===== src/rtl/uart_pkg.sv =====
// ---------------------------------------------------------------------------
// uart_pkg
// Definitions shared by the UART transmitter and receiver:
//   - parity_mode encodings (PAR_NONE, PAR_EVEN, PAR_ODD; code 3 also means none)
//   - baud code constants and baud_div(), which turns a clock frequency and a
//     baud code into a rounded-to-nearest clocks-per-bit divisor
//   - FSM state encodings used by both directions
// ---------------------------------------------------------------------------
package uart_pkg;

    // Width of the clocks-per-bit counters; wide enough for 9600 baud from
    // clocks well above 100 MHz.
    localparam int DIV_W = 24;

    typedef enum logic [1:0] {
        PAR_NONE = 2'd0,
        PAR_EVEN = 2'd1,
        PAR_ODD  = 2'd2
    } parity_e;

    localparam logic [2:0] BAUD_9600   = 3'd0;
    localparam logic [2:0] BAUD_19200  = 3'd1;
    localparam logic [2:0] BAUD_38400  = 3'd2;
    localparam logic [2:0] BAUD_57600  = 3'd3;
    localparam logic [2:0] BAUD_115200 = 3'd4;

    typedef enum logic [2:0] {
        ST_IDLE,
        ST_START,
        ST_DATA,
        ST_PARITY,
        ST_STOP
    } uart_state_e;

    // Unused codes (5..7) fall back to 9600 baud.
    function automatic logic [DIV_W-1:0] baud_div(input int unsigned clk_hz,
                                                  input logic [2:0]  code);
        int unsigned baud;
        int unsigned div;
        case (code)
            BAUD_19200:  baud = 32'd19200;
            BAUD_38400:  baud = 32'd38400;
            BAUD_57600:  baud = 32'd57600;
            BAUD_115200: baud = 32'd115200;
            default:     baud = 32'd9600;
        endcase
        div = (clk_hz + baud / 32'd2) / baud;
        return div[DIV_W-1:0];
    endfunction

endpackage


===== src/rtl/uart_tx_frame_if.sv =====
// ---------------------------------------------------------------------------
// uart_tx_frame_if
// Valid/ready word channel into the UART transmitter.
//   s_data  : word to send (DATA_W bits)
//   s_valid : producer has a word on s_data
//   s_ready : transmitter can take a word; transfer on s_valid && s_ready
// master = producer side, slave = transmitter side.
// ---------------------------------------------------------------------------
interface uart_tx_frame_if #(
    parameter int DATA_W = 8
);
    logic [DATA_W-1:0] s_data;
    logic              s_valid;
    logic              s_ready;

    modport master (output s_data, output s_valid, input s_ready);
    modport slave  (input s_data, input s_valid, output s_ready);
endinterface


===== src/rtl/uart_tx_fifo.sv =====
// ---------------------------------------------------------------------------
// uart_tx_fifo
// Small synchronous FIFO placed in front of the transmitter FSM when the
// UART_TX_FIFO_EN build option is defined.
//   clk, rst_n : clock, asynchronous active-low reset (empties the FIFO)
//   push/wdata : write a word; ignored while full
//   pop/rdata  : rdata shows the oldest word; pop discards it; ignored when empty
//   full/empty : occupancy flags
//   count      : number of stored words
// DEPTH must be a power of two (pointers wrap naturally) and at least 2.
// ---------------------------------------------------------------------------
module uart_tx_fifo #(
    parameter int DATA_W = 8,
    parameter int DEPTH  = 16
) (
    input  logic                     clk,
    input  logic                     rst_n,
    input  logic                     push,
    input  logic [DATA_W-1:0]        wdata,
    input  logic                     pop,
    output logic [DATA_W-1:0]        rdata,
    output logic                     full,
    output logic                     empty,
    output logic [$clog2(DEPTH):0]   count
);
    localparam int AW    = $clog2(DEPTH);
    localparam int CNT_W = AW + 1;

    logic [DATA_W-1:0] mem [DEPTH];
    logic [AW-1:0]     wptr;
    logic [AW-1:0]     rptr;
    logic              do_push;
    logic              do_pop;

    assign do_push = push && !full;
    assign do_pop  = pop && !empty;
    assign full    = (count == CNT_W'(DEPTH));
    assign empty   = (count == '0);
    assign rdata   = mem[rptr];

    // Storage has no reset; only the pointers and count define validity.
    always_ff @(posedge clk) begin
        if (do_push) begin
            mem[wptr] <= wdata;
        end
    end

    // A simultaneous push and pop leaves the count unchanged.
    always_ff @(posedge clk or negedge rst_n) begin
        if (!rst_n) begin
            wptr  <= '0;
            rptr  <= '0;
            count <= '0;
        end else begin
            if (do_push) begin
                wptr <= wptr + 1'b1;
            end
            if (do_pop) begin
                rptr <= rptr + 1'b1;
            end
            if (do_push && !do_pop) begin
                count <= count + 1'b1;
            end else if (do_pop && !do_push) begin
                count <= count - 1'b1;
            end
        end
    end
endmodule


===== src/rtl/uart_tx_frame.sv =====
// ---------------------------------------------------------------------------
// uart_tx_frame
// UART transmitter: serialises one DATA_W-bit word per frame, LSB first, as
// start bit, data bits, optional parity bit and one or two stop bits. Baud
// rate, parity and stop-bit count are sampled when a word enters the FSM and
// stay fixed for that frame.
// Ports:
//   clk, rst_n  : clock, asynchronous active-low reset
//   s           : valid/ready word input (uart_tx_frame_if.slave)
//   set_baud    : 0=9600 1=19200 2=38400 3=57600 4=115200 (5..7 = 9600)
//   parity_mode : 0=none 1=even 2=odd 3=none
//   stop2       : 1 = two stop bits
//   tx          : serial line, idles high
//   busy        : frame in progress (or words pending in the FIFO)
//   tx_done     : one-cycle pulse after each frame
// Build option: define UART_TX_FIFO_EN to put a FIFO_DEPTH-word FIFO in
// front of the FSM (s_ready = !full, one extra clock of first-word latency).
// ---------------------------------------------------------------------------
module uart_tx_frame
    import uart_pkg::*;
#(
    parameter int CLK_HZ     = 50_000_000,
    parameter int DATA_W     = 8,
    parameter int FIFO_DEPTH = 16
) (
    input  logic                  clk,
    input  logic                  rst_n,
    uart_tx_frame_if.slave        s,
    input  logic [2:0]            set_baud,
    input  logic [1:0]            parity_mode,
    input  logic                  stop2,
    output logic                  tx,
    output logic                  busy,
    output logic                  tx_done
);
    localparam int               IDX_W    = $clog2(DATA_W);
    localparam logic [IDX_W-1:0] LAST_IDX = IDX_W'(DATA_W - 1);

    localparam logic [DIV_W-1:0] DIV_9600   = baud_div(CLK_HZ, BAUD_9600);
    localparam logic [DIV_W-1:0] DIV_19200  = baud_div(CLK_HZ, BAUD_19200);
    localparam logic [DIV_W-1:0] DIV_38400  = baud_div(CLK_HZ, BAUD_38400);
    localparam logic [DIV_W-1:0] DIV_57600  = baud_div(CLK_HZ, BAUD_57600);
    localparam logic [DIV_W-1:0] DIV_115200 = baud_div(CLK_HZ, BAUD_115200);

    uart_state_e       state;
    logic [DIV_W-1:0]  div_q;
    logic [DIV_W-1:0]  cnt;
    logic [DIV_W-1:0]  div_sel;
    logic [IDX_W-1:0]  bit_idx;
    logic [DATA_W-1:0] shreg;
    logic              par_en_q;
    logic              par_bit_q;
    logic              stop2_q;
    logic              stop_idx;
    logic              bit_end;
    logic              start_req;
    logic [DATA_W-1:0] start_data;

`ifdef UART_TX_FIFO_EN
    logic                          fifo_full;
    logic                          fifo_empty;
    logic                          fifo_pop;
    logic                          fifo_push;
    logic [DATA_W-1:0]             fifo_rdata;
    logic [$clog2(FIFO_DEPTH):0]   fifo_count;

    assign fifo_push = s.s_valid && !fifo_full;
    assign fifo_pop  = (state == ST_IDLE) && !fifo_empty;

    uart_tx_fifo #(
        .DATA_W (DATA_W),
        .DEPTH  (FIFO_DEPTH)
    ) u_fifo (
        .clk   (clk),
        .rst_n (rst_n),
        .push  (fifo_push),
        .wdata (s.s_data),
        .pop   (fifo_pop),
        .rdata (fifo_rdata),
        .full  (fifo_full),
        .empty (fifo_empty),
        .count (fifo_count)
    );

    assign s.s_ready  = !fifo_full;
    assign start_req  = !fifo_empty;
    assign start_data = fifo_rdata;
    assign busy       = (state != ST_IDLE) || !fifo_empty;
`else
    assign s.s_ready  = (state == ST_IDLE);
    assign start_req  = s.s_valid;
    assign start_data = s.s_data;
    assign busy       = (state != ST_IDLE);
`endif

    // Divisors are elaboration-time constants; only the selection is logic.
    always_comb begin
        div_sel = DIV_9600;
        case (set_baud)
            BAUD_19200:  div_sel = DIV_19200;
            BAUD_38400:  div_sel = DIV_38400;
            BAUD_57600:  div_sel = DIV_57600;
            BAUD_115200: div_sel = DIV_115200;
            default:     div_sel = DIV_9600;
        endcase
    end

    assign bit_end = (cnt == div_q - 1'b1);

    // tx is registered and always presents the bit currently being held;
    // each bit change loads the next bit's value on the same edge the state
    // and counter advance. The edge that ends the final stop bit returns to
    // IDLE and raises tx_done for the following cycle.
    always_ff @(posedge clk or negedge rst_n) begin
        if (!rst_n) begin
            state     <= ST_IDLE;
            tx        <= 1'b1;
            tx_done   <= 1'b0;
            cnt       <= '0;
            div_q     <= DIV_9600;
            bit_idx   <= '0;
            shreg     <= '0;
            par_en_q  <= 1'b0;
            par_bit_q <= 1'b0;
            stop2_q   <= 1'b0;
            stop_idx  <= 1'b0;
        end else begin
            tx_done <= 1'b0;
            if (state == ST_IDLE) begin
                tx <= 1'b1;
                if (start_req) begin
                    shreg     <= start_data;
                    div_q     <= div_sel;
                    par_en_q  <= (parity_mode == PAR_EVEN) || (parity_mode == PAR_ODD);
                    par_bit_q <= (parity_mode == PAR_ODD) ? ~^start_data : ^start_data;
                    stop2_q   <= stop2;
                    cnt       <= '0;
                    bit_idx   <= '0;
                    stop_idx  <= 1'b0;
                    tx        <= 1'b0;
                    state     <= ST_START;
                end
            end else if (!bit_end) begin
                cnt <= cnt + 1'b1;
            end else begin
                cnt <= '0;
                case (state)
                    ST_START: begin
                        tx    <= shreg[0];
                        state <= ST_DATA;
                    end
                    ST_DATA: begin
                        if (bit_idx == LAST_IDX) begin
                            if (par_en_q) begin
                                tx    <= par_bit_q;
                                state <= ST_PARITY;
                            end else begin
                                tx    <= 1'b1;
                                state <= ST_STOP;
                            end
                        end else begin
                            tx      <= shreg[1];
                            shreg   <= shreg >> 1;
                            bit_idx <= bit_idx + 1'b1;
                        end
                    end
                    ST_PARITY: begin
                        tx    <= 1'b1;
                        state <= ST_STOP;
                    end
                    ST_STOP: begin
                        if (stop2_q && !stop_idx) begin
                            stop_idx <= 1'b1;
                        end else begin
                            tx      <= 1'b1;
                            tx_done <= 1'b1;
                            state   <= ST_IDLE;
                        end
                    end
                    default: begin
                        tx    <= 1'b1;
                        state <= ST_IDLE;
                    end
                endcase
            end
        end
    end
endmodule


===== src/flat_wrapper.sv =====
// flat-port wrapper written by rule: the top's interface ports become plain ports
module uart_tx_frame_flat import uart_pkg::*;
#(
    parameter int CLK_HZ     = 50_000_000,
    parameter int DATA_W     = 8,
    parameter int FIFO_DEPTH = 16
)
  (clk, rst_n, set_baud, parity_mode, stop2, tx, busy, tx_done, s_s_data, s_s_valid, s_s_ready);
  uart_tx_frame_if #(.DATA_W(DATA_W)) s_i ();
  input  logic clk;
  input  logic rst_n;
  input  logic [2:0] set_baud;
  input  logic [1:0] parity_mode;
  input  logic stop2;
  output logic tx;
  output logic busy;
  output logic tx_done;
  input wire logic [$bits(s_i.s_data)-1:0] s_s_data;
  input wire logic [$bits(s_i.s_valid)-1:0] s_s_valid;
  output wire logic [$bits(s_i.s_ready)-1:0] s_s_ready;
  assign s_i.s_data = s_s_data;
  assign s_i.s_valid = s_s_valid;
  assign s_s_ready = s_i.s_ready;
  uart_tx_frame #(.CLK_HZ(CLK_HZ), .DATA_W(DATA_W), .FIFO_DEPTH(FIFO_DEPTH)) u_core (.clk(clk), .rst_n(rst_n), .s(s_i), .set_baud(set_baud), .parity_mode(parity_mode), .stop2(stop2), .tx(tx), .busy(busy), .tx_done(tx_done));
endmodule

===== config.mk =====
export PLATFORM = sky130hd
export DESIGN_NAME = uart_tx_frame_flat
export DESIGN_NICKNAME = d
export VERILOG_FILES = /design/src/rtl/uart_pkg.sv /design/src/rtl/uart_tx_frame_if.sv /design/src/rtl/uart_tx_fifo.sv /design/src/rtl/uart_tx_frame.sv /design/src/flat_wrapper.sv
export SDC_FILE = /design/constraint.sdc
export NUM_CORES = 1
export LEC_CHECK = 0
export BUFFER_PORTS_ARGS = -buffer_cell sky130_fd_sc_hd__buf_2
export CORE_MARGIN = 2
export CORE_UTILIZATION = 35
export CTS_CLUSTER_DIAMETER = 50
export CTS_CLUSTER_SIZE = 12
export DETAILED_ROUTE_END_ITERATION = 12
export GPL_ROUTABILITY_DRIVEN = 0
export SYNTH_ARGS = -nofsm -noshare
export SYNTH_HDL_FRONTEND = slang
export SYNTH_SLANG_ARGS = --single-unit

===== constraint.sdc =====
create_clock -name clk -period 4.55 [get_ports clk]
set_clock_uncertainty 0.2 [all_clocks]
set_input_delay 0.91 -clock clk [delete_from_list [all_inputs] [get_ports clk]]
set_output_delay 0.91 -clock clk [all_outputs]
set_load 0.03 [all_outputs]

## Yosys cells after proc, flatten, opt, wreduce, memory -nomap -nowiden

Cells that the tools add are included.

| storage, ports and cells | value |
|---|---|
| register bits after elaboration | 68 |

| operators by class | value |
|---|---|
| $add $sub $neg | 3 |
| eq/ne operators | 16 |
| muxes and demuxes | 38 |
| reductions and logical operators | 16 |

Operators with widths:

| cell | number |
|---|---|
| $mux W24 | 3 |
| $pmux W13 S4 | 1 |
| $mux W8 | 5 |
| $mux W3 | 11 |
| $add A24 B1 Y24 const B | 1 |
| $eq A24 B24 Y1 | 1 |
| $sub A24 B1 Y24 const B | 1 |
| $mux W1 | 16 |
| $eq A3 B2 Y1 const B | 4 |
| $pmux W3 S4 | 1 |
| $reduce_and A4 Y1 | 3 |
| $eq A3 B3 Y1 const B | 3 |
| $reduce_bool A2 Y1 | 4 |
| $reduce_xnor A8 Y1 | 1 |
| $reduce_xor A8 Y1 | 1 |
| $eq A3 B1 Y1 const B | 2 |
| $ne A2 B2 Y1 const B | 2 |
| $reduce_and A2 Y1 | 2 |
| $add A3 B1 Y3 const B | 1 |
| $logic_not A3 Y1 | 1 |
| $ne A3 B2 Y1 const B | 1 |
| $ne A3 B3 Y1 const B | 1 |
| $pmux W1 S3 | 1 |
| $reduce_bool A3 Y1 | 1 |
| other kinds (5) | 5 |

## Longest topological paths before layout

Gate-level depths: netlist of the first run.

| depth | value |
|---|---|
| word-level depth | 6 |
| mapped depth | 10 |
| gate-level depth less buffers | 9 |

## Worst setup path before layout of the first run

No wires, ideal clock.

| timing path | value |
|---|---|
| path type | register to register |
| start | register u_core.div_q[6] |
| end | register u_core.shreg[1] |
| arrival time | 2.987 ns |
| slack | 1.296 ns |
| cell stages (with the launch flop) | 9 |
| clock period less this slack | 3.254 ns |
| path through | dfstp_2 -> buf_4 -> or4_4 -> nor4_1 -> mux2i_1 -> nand4_1 -> or4_4 -> nor4b_4 -> a221o_1 |

| between the ends | value |
|---|---|
| word-level cells in the longest chain between the ends | 4 |

RTL lines:

| what | line | RTL |
|---|---|---|
| start: declaration | uart_tx_frame.sv:46 | `logic [DIV_W-1:0] div_q;` |
| start signal: assignment | uart_tx_frame.sv:133 | `div_q <= div_sel;` |
| $sub A24 B1 Y24 | uart_tx_frame.sv:108 | `assign bit_end = (cnt == div_q - 1'b1);` |
| $eq A24 B24 Y1 | uart_tx_frame.sv:108 |  |
| $reduce_bool A2 Y1 (no line) | n/a |  |
| $reduce_and A4 Y1 (no line) | n/a |  |
| end signal: assignment | uart_tx_frame.sv:132 | `shreg <= start_data;` |
| end signal: assignment | uart_tx_frame.sv:163 | `shreg <= shreg >> 1;` |
| end: declaration | uart_tx_frame.sv:50 | `logic [DATA_W-1:0] shreg;` |

No other way between the ends.
A chain may end at the register's enable or synchronous reset.

## Worst setup path after layout of the first run

| timing path | value |
|---|---|
| start | register u_core.div_q[7] |
| end | register u_core.cnt[10] |

| between the ends | value |
|---|---|
| word-level cells in the longest chain between the ends | 4 |

RTL lines:

| what | line | RTL |
|---|---|---|
| $sub A24 B1 Y24 | uart_tx_frame.sv:108 |  |
| $eq A24 B24 Y1 | uart_tx_frame.sv:108 |  |
| $mux W24 | uart_tx_frame.sv:143 | `end else if (!bit_end) begin` |
| $mux W24 | uart_tx_frame.sv:129 | `if (state == ST_IDLE) begin` |
| end signal: assignment | uart_tx_frame.sv:144 | `cnt <= cnt + 1'b1;` |
| end: declaration | uart_tx_frame.sv:47 | `logic [DIV_W-1:0] cnt;` |

No other way between the ends.

==> tab_implementation.tex, run 1 <==
\begin{tabular}{lr}
\hline
Metric & Value \\
\hline
\multicolumn{2}{l}{\textbf{Synth}} \\
\quad Post-Syn Nets & 401 \\
\quad Syn\_area\_per\_cell & 9.095 um2 \\
\quad Asr flop ratio synth & 100.0\% \\
\quad Proportion of synthesized area in mux cells & 1.779\% \\
\quad Largest area contributor in the synthesized netlist & dfrtp\_1 \\
\quad Adder and majority gate portion of the synthesized area & 1.815\% \\
\quad Largest family of logic cells by synthesized area & simple AND/OR/NAND/NOR gates \\
\quad Share of Yosys cell area claimed by the top area cell type & 36.30\% \\
\quad Area of the mapped netlist & 3447 um2 \\
\quad Xor/xnor share of the synthesized area & 11.43\% \\
\quad Number of flops mapped to enable cells by yosys & 0 \\
\quad Synth Register Bits & 56 \\
\quad Part of the Yosys area used for sequential elements & 40.87\% \\
\quad Leading post-synthesis cells by cell area & dfrtp\_1, xor2\_1, nor2\_1 \\
\quad Synthesized netlist cell count & 379 \\
\quad Yosys warning total & 0 \\
\quad Compound-Gate Fraction of Synth Area & 11.40\% \\
\quad Simple-Gate Fraction of Synth Area & 28.57\% \\
\quad Primary FF master, synth & dfrtp\_1 \\
\quad Number of distinct library cells after synthesis & 59 \\
\multicolumn{2}{l}{\textbf{Detailed routing}} \\
\quad Overall via count from detail\_route & 2,711 \\
\quad Antenna Nets Post-Route & 0 \\
\quad Total wire length & 7439 um \\
\quad Violation count after the first detailed-routing iteration & 108 \\
\quad First-pass iteration count of the detailed router & 4 \\
\quad Via density per instance & 5.184 \\
\quad Post-route DRC & 0 \\
\quad Routed length per placed instance & 14.22 um \\
\multicolumn{2}{l}{\textbf{Floorplanning}} \\
\quad Cell Rows & 36 \\
\quad Floorplan core area & 9684 um2 \\
\quad Die Width & 103.2 um \\
\quad Area of the die & 10,660 um2 \\
\quad Starting density of the core & 35.59\% \\
\quad I/O pin count & 21 \\
\quad Height of the die & 103.2 um \\
\multicolumn{2}{l}{\textbf{Finish}} \\
\quad Fin area & 3737 um2 \\
\quad Post-layout nets & 411 \\
\quad Most common cell after layout, fill and taps aside & dfrtp\_1 \\
\quad Number of antenna diodes & 0 \\
\quad Number of standard cells in the final layout excluding fillers & 523 \\
\quad Area growth, synth to finish & 8.421\% \\
\quad Commonest cells after routing, fill and taps aside & dfrtp\_1, nor2\_1, nand2\_1 \\
\quad Fraction of final layout cells sized beyond drive strength 1 & 12.82\% \\
\quad Final Util & 38.59\% \\
\multicolumn{2}{l}{\textbf{Critical path}} \\
\quad Worst path max stage delay & 720 ps \\
\quad Worst R2R Setup Slack & 830 ps \\
\quad Peak fanout along the critical path & 21 \\
\quad Setup CP Type & reg -> reg \\
\quad Critical-path top delay cell & or4\_1 \\
\quad Required time of the worst setup path & 4540 ps \\
\quad Element type at the critical path start & flip-flop \\
\quad Worst-path cell chain & or4\_4 -> nor4\_1 -> mux2i\_1 -> nand4\_1 -> or4\_1 -> o21ai\_1 -> buf\_4 -> nor2\_1 \\
\quad Crit path arrival time & 3710 ps \\
\quad Element type at the critical path end & flip-flop \\
\multicolumn{2}{l}{\textbf{Worst hold path}} \\
\quad Min-Delay Path Class & reg -> reg \\
\multicolumn{2}{l}{\textbf{CTS}} \\
\quad Hold buffer count at cts & 0 \\
\quad Post-CTS setup buffer count & 0 \\
\quad Clock Path Buffers & 2 \\
\quad Number of sinks handled by clock tree synthesis & 56 \\
\quad Root cell of the clock tree & clkbuf\_8 \\
\quad Clock tree from TritonCTS & built \\
\quad Total clock buffers created by CTS & 5 \\
\quad Post-CTS clock slew at the launch and capture registers of the worst setup and hold paths & 110 ps \\
\quad Post-cts sizing count & 0 \\
\quad Clk Latency, worst-skew pair & 310 ps \\
\quad Clock H-tree levels & 2 \\
\multicolumn{2}{l}{\textbf{Global routing}} \\
\quad Overall fraction of global-route tracks in use & 15.01\% \\
\quad Vias in the first global route & 2,563 \\
\quad Pin count of the biggest net entering global routing & 30 \\
\quad First-pass GRT wire length & 12,720 um \\
\quad Initial antenna violation count & 0 \\
\quad Congestion Overflow GR & 0 \\
\multicolumn{2}{l}{\textbf{Timing}} \\
\quad Final setup violating endpoints & 0 \\
\quad Actual transition at the worst max-transition pin & 1089 ps \\
\quad Final WS setup & 831.8 ps \\
\quad Clock period minus final worst setup slack & 3718 ps \\
\quad Post-Route Hold Slack & 289.9 ps \\
\quad Fin Setup TNS & 0 ps \\
\quad Maximum frequency from static timing analysis & 268.9 MHz \\
\quad Max-Slew Margin vs Limit & 26.84\% \\
\quad Crit share post-route & 81.72\% \\
\quad Number of endpoints with negative hold slack in the final report & 0 \\
\quad Number of max-slew violations in the final report & 0 \\
\quad Setup repair after global routing missed its margin & false \\
\multicolumn{2}{l}{\textbf{Run}} \\
\quad Number of maximum-capacitance constraint violations & 0 \\
\multicolumn{2}{l}{\textbf{Run status}} \\
\quad Result of the run & complete, no violations \\
\multicolumn{2}{l}{\textbf{Place}} \\
\quad Pre-CTS setup slack & 850.4 ps \\
\quad Area post-placement & 3642 um2 \\
\quad Count of buffers from port buffering & 20 \\
\quad Sum of net half-perimeters after detailed placement & 5582 um \\
\quad Dpl cells & 515 \\
\multicolumn{2}{l}{\textbf{Pwr}} \\
\quad Power density cells & 241.5 nW/um2 \\
\quad Total design power & 0.9025 mW \\
\quad Leakage component of the power & 1.611 nW \\
\quad Largest vdd supply drop & 0.1230 mV \\
\hline
\end{tabular}
-- cell usage after synthesis, types with 2 or more instances --
cell type   n
a21o_1      2
a21oi_1     7
a221o_1     7
a221oi_1    2
a22o_1      3
a311o_1     2
and2_1      6
and3_1      4
and4_1      3
buf_2       6
clkbuf_1   11
dfrtp_1    50
dfstp_2     6
ha_1        5
inv_1      12
mux2i_1     5
nand2_1    38
nand2b_1    5
nand3_1    17
nand3b_1    5
nand4_1    16
nor2_1     49
nor2b_1     2
nor3_1      8
nor4_1      5
nor4bb_1    2
o211ai_1    2
o21ai_0    10
o22ai_1     2
o32a_1      2
or2_2       4
or3_1       7
or4_1       3
or4_4       3
xnor2_1    19
xor2_1     26
-- power by group --
part           total [mW]  internal, mW  switching (mW)
Clock               0.291         0.125           0.165
Combinational      0.0858        0.0400          0.0458
Sequential          0.526         0.510          0.0158
Total               0.903         0.676           0.227
-- sequential cells by signal (all words and copies together), names as in the netlist --
register / cells
u_core.state: 3
u_core.tx: 1
u_core.bit_idx: 3
u_core.par_en_q: 1
u_core.cnt: 24
u_core.div_q: 12
u_core.tx_done: 1
u_core.stop_idx: 1
u_core.shreg: 8
u_core.stop2_q: 1
u_core.par_bit_q: 1
-- worst paths after layout --
kind	start	endpoint	depth (start not counted)
min in group asynchronous	rst_n	u_core.div_q[7]	1
max reg2reg	u_core.div_q[7]	u_core.cnt[10]	8
min reg2reg	u_core.stop2_q	u_core.stop2_q	2
min	u_core.stop2_q	u_core.stop2_q	2
max in group asynchronous	rst_n	u_core.tx	2
max	u_core.div_q[7]	u_core.cnt[10]	8
-- cell families after synthesis --
kind of cell             after synthesis
AO/OA/AOI/OAI                         51
adder cells (fa/ha/maj)                5
buffers and inverters                 33
flip-flops                            56
AND/OR/NAND/NOR                      183
XOR/XNOR                              45
multiplexers                           6
-- cell type report --
cell class | count | area [um2]
tap | 133 | 166.4
timing repair buffer | 23 | 122.6
multi-input combinational | 290 | 1896
inverter | 13 | 48.80
clock buffer | 7 | 86.33
clock inverter | 1 | 8.758
fill | 1005 | 5947
sequential | 56 | 1409
-- critical path, delay by kind of cell, from the launching register on --
kind,cells,cell delay [ps]
AND/OR/NAND/NOR,5,2060
flip-flops,1,500
buffers and inverters,1,270
AO/OA/AOI/OAI,1,200
multiplexers,1,350
-- routing by layer --
layer,wire length (um),vias to the layer above,share of wire (%),track usage (%)
li1,-,1356,-,-
met1,3701,1312,50,21.59
met2,3476,38,47,24.23
met3,235,5,3.2,2.688
met4,26,0,0.35,2.328
met5,0,-,0,0
Note: power is estimated with default switching activity, not from simulation.
==> run 2: changes to the inputs <==
==> constraint.sdc (replaced) <==
create_clock -name clk -period 3.7 [get_ports clk]
set_clock_uncertainty 0.2 [all_clocks]
set_input_delay 0.74 -clock clk [delete_from_list [all_inputs] [get_ports clk]]
set_output_delay 0.74 -clock clk [all_outputs]
set_load 0.03 [all_outputs]
==> run 2 against run 1 <==
Effect of this change: maximum frequency increased by 10%; count of clock-buffer cells in the layout decreased by 2; via count about the same; cell area grew 0.90%; die area did not move; critical path depth unchanged; total power up 23%; worst setup slack got worse by 500 ps; largest cell class unchanged; largest power group unchanged.
==> tab_implementation.tex, run 2 (same netlist as run 1, synthesis figures left out) <==
\begin{tabular}{lr}
\hline
Metric & Value \\
\hline
\multicolumn{2}{l}{\textbf{Pwr}} \\
\quad Share of power burned in registers & 58.4\% \\
\quad Net switching power of the design & 0.2932 mW \\
\quad Share of total power in combinational logic & 9.6\% \\
\quad Leakage component of the power & 1.636 nW \\
\quad Proportion of total power due to net switching & 26.48\% \\
\quad Power density cells & 293.6 nW/um2 \\
\quad Largest vdd supply drop & 0.1522 mV \\
\quad Clock group share of total power & 31.9\% \\
\quad Cell internal power dissipation & 0.8139 mW \\
\quad Total design power & 1.107 mW \\
\multicolumn{2}{l}{\textbf{Detailed routing}} \\
\quad Post-route DRC & 0 \\
\quad Violation count after the first detailed-routing iteration & 164 \\
\quad Antenna Nets Post-Route & 0 \\
\quad Total wire length & 7538 um \\
\quad Via density per instance & 5.136 \\
\quad First-pass iteration count of the detailed router & 4 \\
\quad Overall via count from detail\_route & 2,712 \\
\quad Routed length per placed instance & 14.28 um \\
\multicolumn{2}{l}{\textbf{Timing}} \\
\quad Final setup violating endpoints & 0 \\
\quad Max-Slew Margin vs Limit & 49.45\% \\
\quad Fin Setup TNS & 0 ps \\
\quad Clock period minus final worst setup slack & 3368 ps \\
\quad Setup repair after global routing missed its margin & false \\
\quad Final WS setup & 331.7 ps \\
\quad Maximum frequency from static timing analysis & 296.9 MHz \\
\quad Actual transition at the worst max-transition pin & 758.3 ps \\
\quad Crit share post-route & 91.04\% \\
\quad Number of max-slew violations in the final report & 0 \\
\quad Number of endpoints with negative hold slack in the final report & 0 \\
\multicolumn{2}{l}{\textbf{Floorplanning}} \\
\quad Starting density of the core & 35.59\% \\
\quad Area of the die & 10,660 um2 \\
\quad Cell Rows & 36 \\
\quad Floorplan core area & 9684 um2 \\
\quad Height of the die & 103.2 um \\
\quad I/O pin count & 21 \\
\quad Die Width & 103.2 um \\
\multicolumn{2}{l}{\textbf{Finish}} \\
\quad Fraction of final layout cells sized beyond drive strength 1 & 14.18\% \\
\quad Largest Register & u\_core.cnt \\
\quad Post-layout nets & 416 \\
\quad Final Util & 38.94\% \\
\quad Fill count & 993 \\
\quad Most common cell after layout, fill and taps aside & dfrtp\_1 \\
\quad Flip-flop count of the largest register, all copies and words added & 24 \\
\quad Commonest cells after routing, fill and taps aside & dfrtp\_1, nor2\_1, nand2\_1 \\
\quad Number of antenna diodes & 0 \\
\quad Footprint of the multi-input gates & 1896 um2 \\
\quad Area occupied by registers & 1409 um2 \\
\quad Area growth, synth to finish & 9.401\% \\
\quad Top flop regs & u\_core.cnt: 24 flops, u\_core.div\_q: 12 flops, u\_core.shreg: 8 flops \\
\multicolumn{2}{l}{\textbf{Critical path}} \\
\quad Element type at the critical path start & flip-flop \\
\quad Worst R2R Setup Slack & 330 ps \\
\quad Critical register-to-register path startpoint & u\_core.div\_q[1] \\
\quad Worst r2r dst & u\_core.shreg[4] \\
\quad Depth of the most critical reg-to-reg path & 8 \\
\quad Crit path arrival time & 3430 ps \\
\quad Setup CP Type & reg -> reg \\
\quad Element type at the critical path end & flip-flop \\
\quad Peak fanout along the critical path & 10 \\
\quad Required time of the worst setup path & 3760 ps \\
\multicolumn{2}{l}{\textbf{CTS}} \\
\quad Post-cts sizing count & 0 \\
\quad Clock Path Buffers & 2 \\
\quad Hold buffer count at cts & 0 \\
\quad Number of sinks handled by clock tree synthesis & 56 \\
\quad Post-CTS clock slew at the launch and capture registers of the worst setup and hold paths & 110 ps \\
\quad Post-CTS setup buffer count & 0 \\
\quad Root cell of the clock tree & clkbuf\_8 \\
\quad Total clock buffers created by CTS & 5 \\
\quad Clock H-tree levels & 2 \\
\quad Clock tree from TritonCTS & built \\
\quad Clk Latency, worst-skew pair & 320 ps \\
\multicolumn{2}{l}{\textbf{Worst hold path}} \\
\quad Endpoint of the worst hold path & u\_core.stop2\_q \\
\quad Hold depth & 2 \\
\quad Hold Crit Start & u\_core.stop2\_q \\
\quad Min-Delay Path Class & reg -> reg \\
\multicolumn{2}{l}{\textbf{Run status}} \\
\quad Result of the run & complete, no violations \\
\multicolumn{2}{l}{\textbf{Run}} \\
\quad Number of maximum-capacitance constraint violations & 0 \\
\multicolumn{2}{l}{\textbf{Place}} \\
\quad Count of buffers from port buffering & 20 \\
\quad Pre-CTS setup slack & 325.5 ps \\
\quad Sum of net half-perimeters after detailed placement & 5605 um \\
\multicolumn{2}{l}{\textbf{Global routing}} \\
\quad Initial antenna violation count & 0 \\
\quad First-pass GRT wire length & 12,650 um \\
\quad Pin count of the biggest net entering global routing & 33 \\
\quad Vias in the first global route & 2,578 \\
\quad Overall fraction of global-route tracks in use & 15.06\% \\
\quad Congestion Overflow GR & 0 \\
\hline
\end{tabular}
-- run 2: cell type report --
cell class | count | share of cell area, %
Sequential cell | 56 | 37.36
Multi-Input combinational cell | 290 | 50.27
Clock inverter | 3 | 0.5972
Tap cell | 133 | 4.413
Timing Repair Buffer | 28 | 4.247
Inverter | 13 | 1.294
Clock buffer | 5 | 1.825
-- run 2: power groups by stage --
stage	logic, mW	registers, mW	clock network, mW
global route	0.122	0.650	0.392
CTS	0.109	0.647	0.362
global placement	0.106	0.658	0
detailed placement	0.109	0.659	0
floorplan	0.0795	0.647	0
finish	0.107	0.647	0.353
-- run 2: worst max path at each step --
stage | startpoint | to | slack, ps | depth (start not counted)
floorplan | u_core.div_q[6] | u_core.shreg[1] | 450 | 8
finish | u_core.div_q[1] | u_core.shreg[4] | 330 | 8
global placement | u_core.div_q[1] | u_core.shreg[4] | 390 | 8
global route | u_core.div_q[1] | u_core.shreg[4] | 100 | 8
CTS | u_core.div_q[1] | u_core.shreg[4] | 300 | 8
detailed placement | u_core.div_q[1] | u_core.shreg[3] | 330 | 8
-- run 2: metrics by stage --
stage / instance area (um2) / hold slack (ps) / instances
after CTS: 3771 / 293.8 / 528
after floorplan: 3447 / 237.9 / 379
after global routing: 3771 / 322.3 / 528
after global placement: 3680 / 256.5 / 520
final: 3771 / 283.7 / 528
after detailed placement: 3680 / 265.0 / 520
-- run 2: per-layer routing --
layer	track usage (%)	wire [um]	part of all wire (%)
met2	24.78	3424	45
met1	20.81	3772	50
met4	3.036	58	0.77
met3	2.957	283	3.8
met5	0	0	0
-- run 2: worst max-delay path, cell delays in order, from the launching register on --
cell,delay (ps)
dfrtp_1,440
or4_4,570
nor4_1,280
buf_4,170
mux2i_1,220
nand4_1,130
or4_4,570
nor4b_4,500
a221o_1,230
==> run 3: changes to the inputs <==
--- a/config.mk
+++ b/config.mk
@@ -5,7 +5,7 @@
 export SDC_FILE = /design/constraint.sdc
 export NUM_CORES = 1
 export LEC_CHECK = 0
-export BUFFER_PORTS_ARGS = -buffer_cell sky130_fd_sc_hd__buf_2
+export BUFFER_PORTS_ARGS = -buffer_cell sky130_fd_sc_hd__buf_4
 export CORE_MARGIN = 2
 export CORE_UTILIZATION = 35
 export CTS_CLUSTER_DIAMETER = 50
==> run 3 against run 2 <==
Effect of this change: count of clock-buffer cells in the layout is the same; cell count shrank 0.19%; utilization grew 0.54 points; global-route usage shrank 0.20 points; sequential share of layout area shrank 0.51 points; first-iteration DRC count grew 13%; cell area grew 1.4%; critical endpoint is now u_core.shreg[6]; worst hold slack lost 37 ps; largest power group unchanged.
==> tab_implementation.tex, run 3 (same netlist as run 1, synthesis figures left out) <==
\begin{tabular}{lr}
\hline
Metric & Value \\
\hline
\multicolumn{2}{l}{\textbf{Critical path}} \\
\quad Cell repeated most along the worst path & or4\_4 \\
\quad Depth of the most critical reg-to-reg path & 8 \\
\quad Element type at the critical path start & flip-flop \\
\quad Critical register-to-register path startpoint & u\_core.div\_q[1] \\
\quad Total buffers and inverters traversed by the critical path & 1 \\
\quad Element type at the critical path end & flip-flop \\
\quad Worst-path cell chain & or4\_4 -> nor4\_1 -> buf\_4 -> mux2i\_1 -> nand4\_1 -> or4\_4 -> nor4b\_4 -> a221o\_1 \\
\quad Crit path arrival time & 3490 ps \\
\quad Critical-path top delay cell & or4\_4 \\
\quad Worst R2R Setup Slack & 260 ps \\
\quad Setup CP Type & reg -> reg \\
\quad Cell class contributing the biggest share of worst-path delay & simple AND/OR/NAND/NOR gates \\
\quad Peak fanout along the critical path & 10 \\
\quad Capturing element of the worst setup path & u\_core.shreg[6] \\
\quad Number of gates on the worst path with buffers counted & 8 \\
\quad Worst r2r dst & u\_core.shreg[6] \\
\quad Timing startpoint of the critical path & u\_core.div\_q[1] \\
\quad Worst path max stage delay & 580 ps \\
\quad Required time of the worst setup path & 3760 ps \\
\multicolumn{2}{l}{\textbf{Global routing}} \\
\quad First-pass GRT wire length & 12,480 um \\
\quad Vias in the first global route & 2,513 \\
\quad Overall fraction of global-route tracks in use & 14.86\% \\
\quad Pin count of the biggest net entering global routing & 57 \\
\quad Congestion Overflow GR & 0 \\
\quad Initial antenna violation count & 0 \\
\multicolumn{2}{l}{\textbf{Detailed routing}} \\
\quad Routed length per placed instance & 14.00 um \\
\quad Total wire length & 7379 um \\
\quad Post-route DRC & 0 \\
\quad Antenna Nets Post-Route & 0 \\
\quad Via density per instance & 5.205 \\
\quad Overall via count from detail\_route & 2,743 \\
\quad Violation count after the first detailed-routing iteration & 186 \\
\quad First-pass iteration count of the detailed router & 4 \\
\multicolumn{2}{l}{\textbf{Finish}} \\
\quad Final Util & 39.48\% \\
\quad Largest Register & u\_core.cnt \\
\quad Flip-flop count of the largest register, all copies and words added & 24 \\
\quad Most common cell after layout, fill and taps aside & dfrtp\_1 \\
\quad Area growth, synth to finish & 10.93\% \\
\quad Fraction of final layout cells sized beyond drive strength 1 & 14.47\% \\
\quad Fill count & 986 \\
\quad Number of antenna diodes & 0 \\
\quad Post-layout nets & 415 \\
\quad Commonest cells after routing, fill and taps aside & dfrtp\_1, nor2\_1, nand2\_1 \\
\quad Top flop regs & u\_core.cnt: 24 flops, u\_core.div\_q: 12 flops, u\_core.shreg: 8 flops \\
\multicolumn{2}{l}{\textbf{Timing}} \\
\quad Setup repair after global routing missed its margin & true \\
\quad Crit share post-route & 92.88\% \\
\quad Final setup violating endpoints & 0 \\
\quad Clock period minus final worst setup slack & 3437 ps \\
\quad Fin Setup TNS & 0 ps \\
\quad Number of max-slew violations in the final report & 0 \\
\quad Max-Slew Margin vs Limit & 52.62\% \\
\quad Number of endpoints with negative hold slack in the final report & 0 \\
\quad Actual transition at the worst max-transition pin & 710.8 ps \\
\quad Maximum frequency from static timing analysis & 291.0 MHz \\
\multicolumn{2}{l}{\textbf{Floorplanning}} \\
\quad Area of the die & 10,660 um2 \\
\quad Height of the die & 103.2 um \\
\quad Cell Rows & 36 \\
\quad Die Width & 103.2 um \\
\quad Starting density of the core & 35.59\% \\
\quad Floorplan core area & 9684 um2 \\
\quad I/O pin count & 21 \\
\multicolumn{2}{l}{\textbf{Place}} \\
\quad Sum of net half-perimeters after detailed placement & 5495 um \\
\quad Count of buffers from port buffering & 20 \\
\multicolumn{2}{l}{\textbf{CTS}} \\
\quad Post-cts sizing count & 0 \\
\quad Number of sinks handled by clock tree synthesis & 56 \\
\quad Clock Path Buffers & 2 \\
\quad Clock H-tree levels & 2 \\
\quad Hold buffer count at cts & 0 \\
\quad Clock tree from TritonCTS & built \\
\quad Clk Latency, worst-skew pair & 320 ps \\
\quad Post-CTS clock slew at the launch and capture registers of the worst setup and hold paths & 110 ps \\
\quad Total clock buffers created by CTS & 5 \\
\quad Root cell of the clock tree & clkbuf\_8 \\
\quad Post-CTS setup buffer count & 0 \\
\multicolumn{2}{l}{\textbf{Pwr}} \\
\quad Largest vdd supply drop & 0.1367 mV \\
\quad Leakage component of the power & 1.650 nW \\
\quad Power density cells & 289.8 nW/um2 \\
\multicolumn{2}{l}{\textbf{Run}} \\
\quad Number of maximum-capacitance constraint violations & 0 \\
\multicolumn{2}{l}{\textbf{Run status}} \\
\quad Result of the run & complete, no violations \\
\multicolumn{2}{l}{\textbf{Worst hold path}} \\
\quad Min-Delay Path Class & in -> async \\
\hline
\end{tabular}
-- run 3: worst min-delay path by stage --
stage                         from                 to  slack [ps]  cells after the start
detailed placement  u_core.stop2_q     u_core.stop2_q         260                      2
global placement    u_core.stop2_q     u_core.stop2_q         260                      2
global route        u_core.stop2_q     u_core.stop2_q         320                      2
finish                       rst_n      u_core.cnt[6]         250                      1
CTS                 u_core.stop2_q     u_core.stop2_q         290                      2
floorplan                    rst_n  u_core.bit_idx[0]         240                      0
-- run 3: layout make-up --
type                       count  area, um2  area share (%)
clock buffer                   5      68.82           1.800
clock inverter                 3      22.52          0.5890
inverter                      13      48.80           1.276
multi-input combinational    290       1906           49.84
sequential                    56       1409           36.85
tap                          133      166.4           4.352
timing repair buffer          27      202.7           5.301
-- run 3: report_power, final --
group          internal (mW)  total, mW  switching (mW)  leakage (nW)
Clock                  0.136      0.351           0.215        0.0485
Sequential             0.627      0.647          0.0197         0.709
Combinational         0.0534      0.110          0.0563         0.892
-- run 3: metrics by stage --
stage | total power [mW] | hold slack, ps | setup slack, ps | cells | instance area (um2)
floorplan | 0.7264 | 237.9 | 446.4 | 379 | 3447
global placement | 0.7679 | 262.4 | 331.4 | 519 | 3722
global route | 1.163 | 315.1 | -2.854 | 527 | 3824
CTS | 1.125 | 285.6 | 261.6 | 527 | 3814
detailed placement | 0.7704 | 258.4 | 297.5 | 519 | 3722
finish | 1.108 | 246.6 | 263.4 | 527 | 3824
-- run 3: per-layer routing --
metal	global-route usage, %	routed length (um)	vias up
li1	-	-	1367
met1	21.25	3628	1330
met2	23.53	3435	41
met3	2.419	252	5
met4	3.846	61	0
met5	0	0	-
